===== config.mk =====
export PLATFORM = sky130hd
export DESIGN_NAME = fir_decimator_mc
export DESIGN_NICKNAME = d
export VERILOG_FILES = /design/src/rtl/fir_decimator_mc.sv
export SDC_FILE = /design/constraint.sdc
export NUM_CORES = 2
export LEC_CHECK = 0
export CAP_MARGIN = 20
export CORE_MARGIN = 10
export CORE_UTILIZATION = 65
export CTS_BUF_LIST = sky130_fd_sc_hd__clkbuf_8
export DETAILED_ROUTE_END_ITERATION = 16
export GPL_ROUTABILITY_DRIVEN = 0
export PLACE_DENSITY = 0.8
export SLEW_MARGIN = 0
export SYNTH_ARGS = -nofsm -noshare
export SYNTH_HDL_FRONTEND = slang
export SYNTH_SLANG_ARGS = --single-unit

===== constraint.sdc =====
create_clock -name clk -period 43.9 [get_ports clk]
set_input_delay 8.78 -clock clk [delete_from_list [all_inputs] [get_ports clk]]
set_output_delay 8.78 -clock clk [all_outputs]
set_load 0.03 [all_outputs]

===== src/rtl/fir_decimator_mc.sv =====
// Time-multiplexed multi-channel decimating FIR with one shared MAC.
// Each channel keeps a circular sample history. Coefficients are loadable
// at run time while the block is idle. Results are rounded half-up and
// saturated to the sample width.
//
//   state  | meaning
//   -------+------------------------------------------------------------
//   S_IDLE | accepting frames; a frame that completes DECIM starts MAC
//   S_MAC  | one product per cycle, channel-major then tap-major
//   S_OUT  | one-cycle out_valid pulse, then back to S_IDLE
module fir_decimator_mc #(
  parameter int IW        = 16,
  parameter int CW        = 16,
  parameter int COEF_FRAC = 15,
  parameter int TAPS      = 20,
  parameter int CHANNELS  = 2,
  parameter int DECIM     = 6
) (
  input  logic                   clk,
  input  logic                   reset,
  input  logic                   clear,
  input  logic                   in_valid,
  output logic                   in_ready,
  input  logic [CHANNELS*IW-1:0] in_data,
  input  logic                   coef_we,
  input  logic [$clog2(TAPS)-1:0] coef_addr,
  input  logic [CW-1:0]          coef_data,
  output logic                   out_valid,
  output logic [CHANNELS*IW-1:0] out_data
);

  localparam int AW    = $clog2(TAPS);
  localparam int CHW   = (CHANNELS > 1) ? $clog2(CHANNELS) : 1;
  localparam int PHW   = (DECIM > 1) ? $clog2(DECIM) : 1;
  localparam int ACC_W = IW + CW + $clog2(TAPS);
  localparam int GW    = ACC_W - IW - CW;

  localparam logic signed [CW-1:0] H0_RST = CW'((2 ** COEF_FRAC) - 1);
  localparam logic signed [ACC_W:0] RND =
    {{(ACC_W - COEF_FRAC + 1){1'b0}}, 1'b1, {(COEF_FRAC - 1){1'b0}}};
  localparam logic signed [ACC_W:0] SAT_HI = {{(ACC_W - IW + 2){1'b0}}, {(IW - 1){1'b1}}};
  localparam logic signed [ACC_W:0] SAT_LO = ~SAT_HI;

  typedef enum logic [1:0] {S_IDLE, S_MAC, S_OUT} state_t;

  state_t r_state, w_state_nxt;

  logic signed [CW-1:0]    r_coef [TAPS];
  logic signed [IW-1:0]    r_hist [CHANNELS][TAPS];
  logic [AW-1:0]           r_wptr, r_rptr, r_tap;
  logic [CHW-1:0]          r_ch;
  logic [PHW-1:0]          r_phase;
  logic signed [ACC_W-1:0] r_acc;

  logic [AW-1:0]            w_newest, w_rptr_dec, w_wptr_inc;
  logic signed [IW-1:0]     w_x, w_sat;
  logic signed [CW-1:0]     w_h;
  logic signed [IW+CW-1:0]  w_x_ext, w_h_ext, w_prod;
  logic signed [ACC_W-1:0]  w_acc_sum;
  logic signed [ACC_W:0]    w_rnd, w_shr;
  logic                     w_accept, w_wrap, w_last_tap, w_last, w_coef_wr;

  assign w_accept   = in_valid && in_ready && !clear;
  assign w_wrap     = (r_phase == PHW'(DECIM - 1));
  assign w_last_tap = (r_tap == AW'(TAPS - 1));
  assign w_last     = w_last_tap && (r_ch == CHW'(CHANNELS - 1));
  assign w_coef_wr  = coef_we && in_ready && !clear && (int'(coef_addr) < TAPS);

  // r_wptr points at the next slot to write, so the newest sample sits one behind it
  assign w_newest   = (r_wptr == '0) ? AW'(TAPS - 1) : r_wptr - AW'(1);
  assign w_rptr_dec = (r_rptr == '0) ? AW'(TAPS - 1) : r_rptr - AW'(1);
  assign w_wptr_inc = (r_wptr == AW'(TAPS - 1)) ? '0 : r_wptr + AW'(1);

  assign w_x       = r_hist[r_ch][r_rptr];
  assign w_h       = r_coef[r_tap];
  assign w_x_ext   = {{CW{w_x[IW-1]}}, w_x};
  assign w_h_ext   = {{IW{w_h[CW-1]}}, w_h};
  assign w_prod    = w_x_ext * w_h_ext;
  assign w_acc_sum = r_acc + {{GW{w_prod[IW+CW-1]}}, w_prod};
  assign w_rnd     = {w_acc_sum[ACC_W-1], w_acc_sum} + RND;
  assign w_shr     = w_rnd >>> COEF_FRAC;

  // Clip the rounded accumulator into the output sample range
  always_comb begin
    w_sat = w_shr[IW-1:0];
    if (w_shr > SAT_HI)      w_sat = SAT_HI[IW-1:0];
    else if (w_shr < SAT_LO) w_sat = SAT_LO[IW-1:0];
  end

  // State register
  always_ff @(posedge clk or posedge reset) begin
    if (reset) r_state <= S_IDLE;
    else       r_state <= w_state_nxt;
  end

  // Next-state and handshake outputs; clear overrides everything
  always_comb begin
    w_state_nxt = r_state;
    in_ready    = 1'b0;
    out_valid   = 1'b0;
    case (r_state)
      S_IDLE: begin
        in_ready = 1'b1;
        if (w_accept && w_wrap) w_state_nxt = S_MAC;
      end
      S_MAC:   if (w_last) w_state_nxt = S_OUT;
      S_OUT: begin
        out_valid   = 1'b1;
        w_state_nxt = S_IDLE;
      end
      default: w_state_nxt = S_IDLE;
    endcase
    if (clear) w_state_nxt = S_IDLE;
  end

  // Coefficients, history, decimation phase and MAC datapath
  always_ff @(posedge clk or posedge reset) begin
    if (reset) begin
      for (int k = 0; k < TAPS; k++) r_coef[k] <= (k == 0) ? H0_RST : '0;
      for (int c = 0; c < CHANNELS; c++)
        for (int k = 0; k < TAPS; k++) r_hist[c][k] <= '0;
      r_wptr   <= '0;
      r_rptr   <= '0;
      r_tap    <= '0;
      r_ch     <= '0;
      r_phase  <= '0;
      r_acc    <= '0;
      out_data <= '0;
    end else if (clear) begin
      for (int c = 0; c < CHANNELS; c++)
        for (int k = 0; k < TAPS; k++) r_hist[c][k] <= '0;
      r_wptr   <= '0;
      r_rptr   <= '0;
      r_tap    <= '0;
      r_ch     <= '0;
      r_phase  <= '0;
      r_acc    <= '0;
      out_data <= '0;
    end else begin
      if (w_coef_wr) r_coef[coef_addr] <= coef_data;
      if (w_accept) begin
        for (int c = 0; c < CHANNELS; c++) r_hist[c][r_wptr] <= in_data[c*IW +: IW];
        r_wptr  <= w_wptr_inc;
        r_rptr  <= r_wptr;
        r_phase <= w_wrap ? '0 : r_phase + PHW'(1);
        r_tap   <= '0;
        r_ch    <= '0;
        r_acc   <= '0;
      end
      if (r_state == S_MAC) begin
        if (w_last_tap) begin
          out_data[r_ch*IW +: IW] <= w_sat;
          r_acc  <= '0;
          r_tap  <= '0;
          r_ch   <= r_ch + CHW'(1);
          r_rptr <= w_newest;
        end else begin
          r_acc  <= w_acc_sum;
          r_tap  <= r_tap + AW'(1);
          r_rptr <= w_rptr_dec;
        end
      end
    end
  end

endmodule

==> impl_summary.md <==
Timing
Setup slack closes at 29.97 ns. After layout, the minimum clock period comes to roughly 14 ns. The final worst-path cycle share is between 30% and 40%.

Setup violations remaining at the end of the flow were counted as 0. In this run the tightest slew margin relative to its limit is 16.1%. The number of max-slew violations in the final report was 0.

In the final timing run, aggregate negative setup slack is 0 ns. Final hold analysis gives a worst-case slack of 0.492 ns. Setup repair after global routing left no endpoint under its margin. For the pin with the worst max-slew slack, the measured transition is ~1.3 ns.

For this run, the top clock speed supported by timing is around 72 MHz. The total count of hold-check failures in the final report is 0. The worst-case clock skew is 0.0486 ns.

GRT
Entering global routing, the biggest net connects 224 pins. The first global-routing pass estimated 263000 um of wire. The overall fraction of global-route tracks in use is 30.8%. The via count of the first global-routing pass is 47900. The total overflow left after global routing is 0.

The number of antenna violations at the first check in global routing is 6.

Placement
During placement, the flow inserted port buffers numbering slightly above 90. The HPWL after detailed placement is 102000 um. After detailed placement, the design holds a cell count of 6988.

OpenSTA, run right after detailed placement, puts the worst setup slack at 30.15 ns.

Clock tree
The H-tree generated during clock tree synthesis spans 4 levels. The count of hold-fix buffers inserted at cts is 0. Clock tree synthesis selected as its root buffer the cell sky130_fd_sc_hd__clkbuf_8.

The number of setup buffers added after CTS is 0. The post-cts repair resize count is 0. The clock transition at the registers of the reported paths is 0.07 ns. TritonCTS built the clock tree.

The number of clock sinks seen by CTS is about 1100. TritonCTS created 169 clock buffers. Counting along the longest clock path gives a buffer depth of 3. The clock insertion delay at the later pin of the skew report is 0.88 ns.

Floorplanning
The core region is 0.0936 sq mm. The vertical die dimension is 328 um. The die is 328 um wide.

The floorplan step defined a die boundary enclosing ~0.11 sq mm. 92 I/O pins were placed. The initial utilization of the core area, before any placement, comes to roughly two thirds.

The standard-cell row count is 112.

Worst setup path
The worst register-to-register path ends at out_data[11]$_DFFE_PP0P_. The worst register-to-register path has a depth of 39. The largest stage delay on the critical path is 1.03 ns. Among all stages on the critical path, the largest delay is contributed by sky130_fd_sc_hd__dfrtp_4. The setup check on the worst reg-to-reg path leaves a slack of 29.97 ns. Data arrives at the worst endpoint at 14.59 ns.

The required time at the endpoint of the critical path is 44.57 ns. The origin of the critical flop-to-flop path is r_rptr[0]$_DFFE_PP0P_. The category of the most critical setup path is reg -> reg. Of all nets on the critical path, the largest fanout is 69. STA classifies the critical path startpoint as a register.

The endpoint kind of the worst setup timing path is a register. The library cell appearing most often on the critical path is sky130_fd_sc_hd__fa_1.

Synthesis
The synthesized area is between 0.06 and 0.07 sq mm. After synthesis the netlist holds a flip-flop and latch count of 1050. When the netlist entered floorplanning its net count stood at 6466. In the synthesized netlist the async set-or-reset flop fraction comes to 100%. The share of synthesized area in the top cell type comes to between 40% and 50%. The synthesized area per cell is 10.2 sq um. sky130_fd_sc_hd__dfrtp_1 takes more of the synthesized area than any other cell. The count of warnings emitted by yosys is 0. By area the synthesized netlist is led by sky130_fd_sc_hd__dfrtp_1 42%, sky130_fd_sc_hd__mux4_2 10%, sky130_fd_sc_hd__nand2_1 9.3%, sky130_fd_sc_hd__fa_1 8.6%, sky130_fd_sc_hd__a21oi_1 5.9%.

Of the synthesized area, sequential elements account for between 40% and 50%. Counting distinct cell types in the post-synthesis netlist gives 103. Yosys mapped a number of flops with a built-in enable equal to 0. The synthesized instance count is 6019. Among all flip-flop cells after synthesis, the most frequent one is sky130_fd_sc_hd__dfrtp_1.

Drt
The routed layout has around 47000 vias. The detailed router finished its first iteration with about 5000 violations. The average wire per standard cell is roughly 23 um. The count of nets left with antenna violations once routing finished came out at 0. The detailed-routing iteration count for the pre-antenna-repair pass is 8.

The total routed wirelength is 165000 um. The DRC violation count after routing is 0. After detailed routing, the number of vias per cell comes to roughly 6.4.

Final layout
Fill cells in the final layout number roughly 6500. The layout cell share with drive strength beyond 1 is 17.9%. In the final layout, flip-flops and latches occupy 0.0263 sq mm. The layout net count is between 6000 and 7000. The post-synthesis to final-layout area growth is 8.80%. The count of non-filler cells in the finished layout is 7316. In the final layout, the multi-input gates occupy ~0.032 sq mm.

Pwr
The analysis attributes to cell leakage a power of 29.4 nW. For this design the ratio of total power to cell area is 36.3 mW/mm^2. The maximum vdd drop is between 0.03 and 0.04 mV. Overall power consumption after layout is estimated at 2.43 mW.

Hold path
The hold-critical path depth is 2. The min-delay analysis places its worst path in the category reg -> reg. The worst hold path terminates at r_acc[24]$_DFFE_PP0P_.

The worst hold path startpoint is r_acc[24]$_DFFE_PP0P_.

Flow run
The max-capacitance violation count is 0.

Outcome
The run finished with clean final reports.
## metrics by stage
step	instance area, sq um	util, %
6_report	67000	71.5
5_1_grt	66900	71.5
4_1_cts	66600	71.2
3_5_place_dp	63000	67.3
3_3_place_gp	63000	67.3
2_1_floorplan	61500	-
## layout make-up
type | instances | share of cell area, %
Sequential cell | 1050 | 39.3
Clock buffer | 215 | 4.42
Timing Repair Buffer | 212 | 3.13
Inverter | 341 | 1.92
Antenna cell | 2 | 0.00748
Multi-Input combinational cell | 4148 | 47.9
Clock inverter | 94 | 0.927
Tap cell | 1254 | 2.34
## routing by layer
layer	share of wire, %	track usage [%]
met1	39	41.3
met2	47	47.8
met3	11	7.22
met4	4.0	13.6
met5	0.016	0.136
## state kept, by name, summed over array words and instances, names as in the netlist
name      count
r_hist      640
r_wptr        5
r_phase       3
r_ch          1
r_rptr        5
r_coef      320
r_state       2
out_data     32
r_tap         5
r_acc        37
## power breakdown
part | internal [mW] | leakage [nW] | switching (mW) | total, mW
sequential | 1.00 | 14.4 | 0.0212 | 1.02
combinational | 0.194 | 12.9 | 0.329 | 0.523
clock | 0.474 | 2.06 | 0.410 | 0.884
## kinds of logic after synthesis
kind of cell    synth area share (%)
simple gates                    13.6
flops                           42.7
compound gates                  9.79
buf+inv                         5.24
mux                             16.4
fa+ha+maj                       11.1
xor+xnor                        1.10
## worst max path at each step
stage	startpoint	endpoint	slack, ns	cells past startpoint
6_report	r_rptr[0]$_DFFE_PP0P_	out_data[11]$_DFFE_PP0P_	29.97	39
3_3_place_gp	reset	r_coef[289]$_DFFE_PP0P_	30.17	6
2_1_floorplan	reset	out_data[0]$_DFFE_PP0P_	5.59	1
4_1_cts	r_rptr[0]$_DFFE_PP0P_	out_data[16]$_DFFE_PP0P_	30.14	39
5_1_grt	r_rptr[0]$_DFFE_PP0P_	out_data[2]$_DFFE_PP0P_	29.20	40
3_5_place_dp	reset	r_coef[241]$_DFFE_PP0P_	30.15	6
## cell usage after synthesis, drive strengths merged (18+ instances only)
cell type	count
nand2	1526
nor3	47
mux2	321
nor2	235
o21ai	68
nand3	28
and2	18
a21o	36
a311oi	21
ha	126
nor2b	35
nand2b	63
a22o	21
inv	338
o21a	18
clkbuf	435
fa	263
dfrtp	1035
a22oi	18
buf	44
xor2	26
xnor2	49
a21oi	725
mux4	284
## critical path: cells and delay by family, from the launching register on
family / cells / cell delay, ns
adders and majority gates: 8 / 3.86
xor gates and xnor gates: 1 / 0.42
DFF: 1 / 1.03
and+or+nand+nor: 9 / 2.05
muxes: 2 / 1.10
AOI/OAI and AO/OA: 13 / 3.99
buffers and inverters: 6 / 1.09
## layout by cell type, fill, tap and decap left out, types with 21 or more instances in the layout
| cell | instances |
|---|---|
| sky130_fd_sc_hd__nand3_1 | 27 |
| sky130_fd_sc_hd__dfrtp_1 | 1029 |
| sky130_fd_sc_hd__buf_4 | 99 |
| sky130_fd_sc_hd__nor3_1 | 42 |
| sky130_fd_sc_hd__nor2_1 | 220 |
| sky130_fd_sc_hd__mux4_2 | 284 |
| sky130_fd_sc_hd__o21ai_0 | 66 |
| sky130_fd_sc_hd__ha_1 | 126 |
| sky130_fd_sc_hd__a21oi_1 | 723 |
| sky130_fd_sc_hd__fa_1 | 263 |
| sky130_fd_sc_hd__xnor2_1 | 49 |
| sky130_fd_sc_hd__nand2_1 | 1522 |
| sky130_fd_sc_hd__nand2b_1 | 63 |
| sky130_fd_sc_hd__a311oi_1 | 21 |
| sky130_fd_sc_hd__mux2_2 | 321 |
| sky130_fd_sc_hd__clkbuf_8 | 215 |
| sky130_fd_sc_hd__a21o_1 | 34 |
| sky130_fd_sc_hd__nor2b_1 | 35 |
| sky130_fd_sc_hd__inv_1 | 394 |
| sky130_fd_sc_hd__a22o_1 | 21 |
| sky130_fd_sc_hd__clkdlybuf4s50_1 | 90 |
| sky130_fd_sc_hd__xor2_1 | 26 |
(Power assumes the default switching activity.)
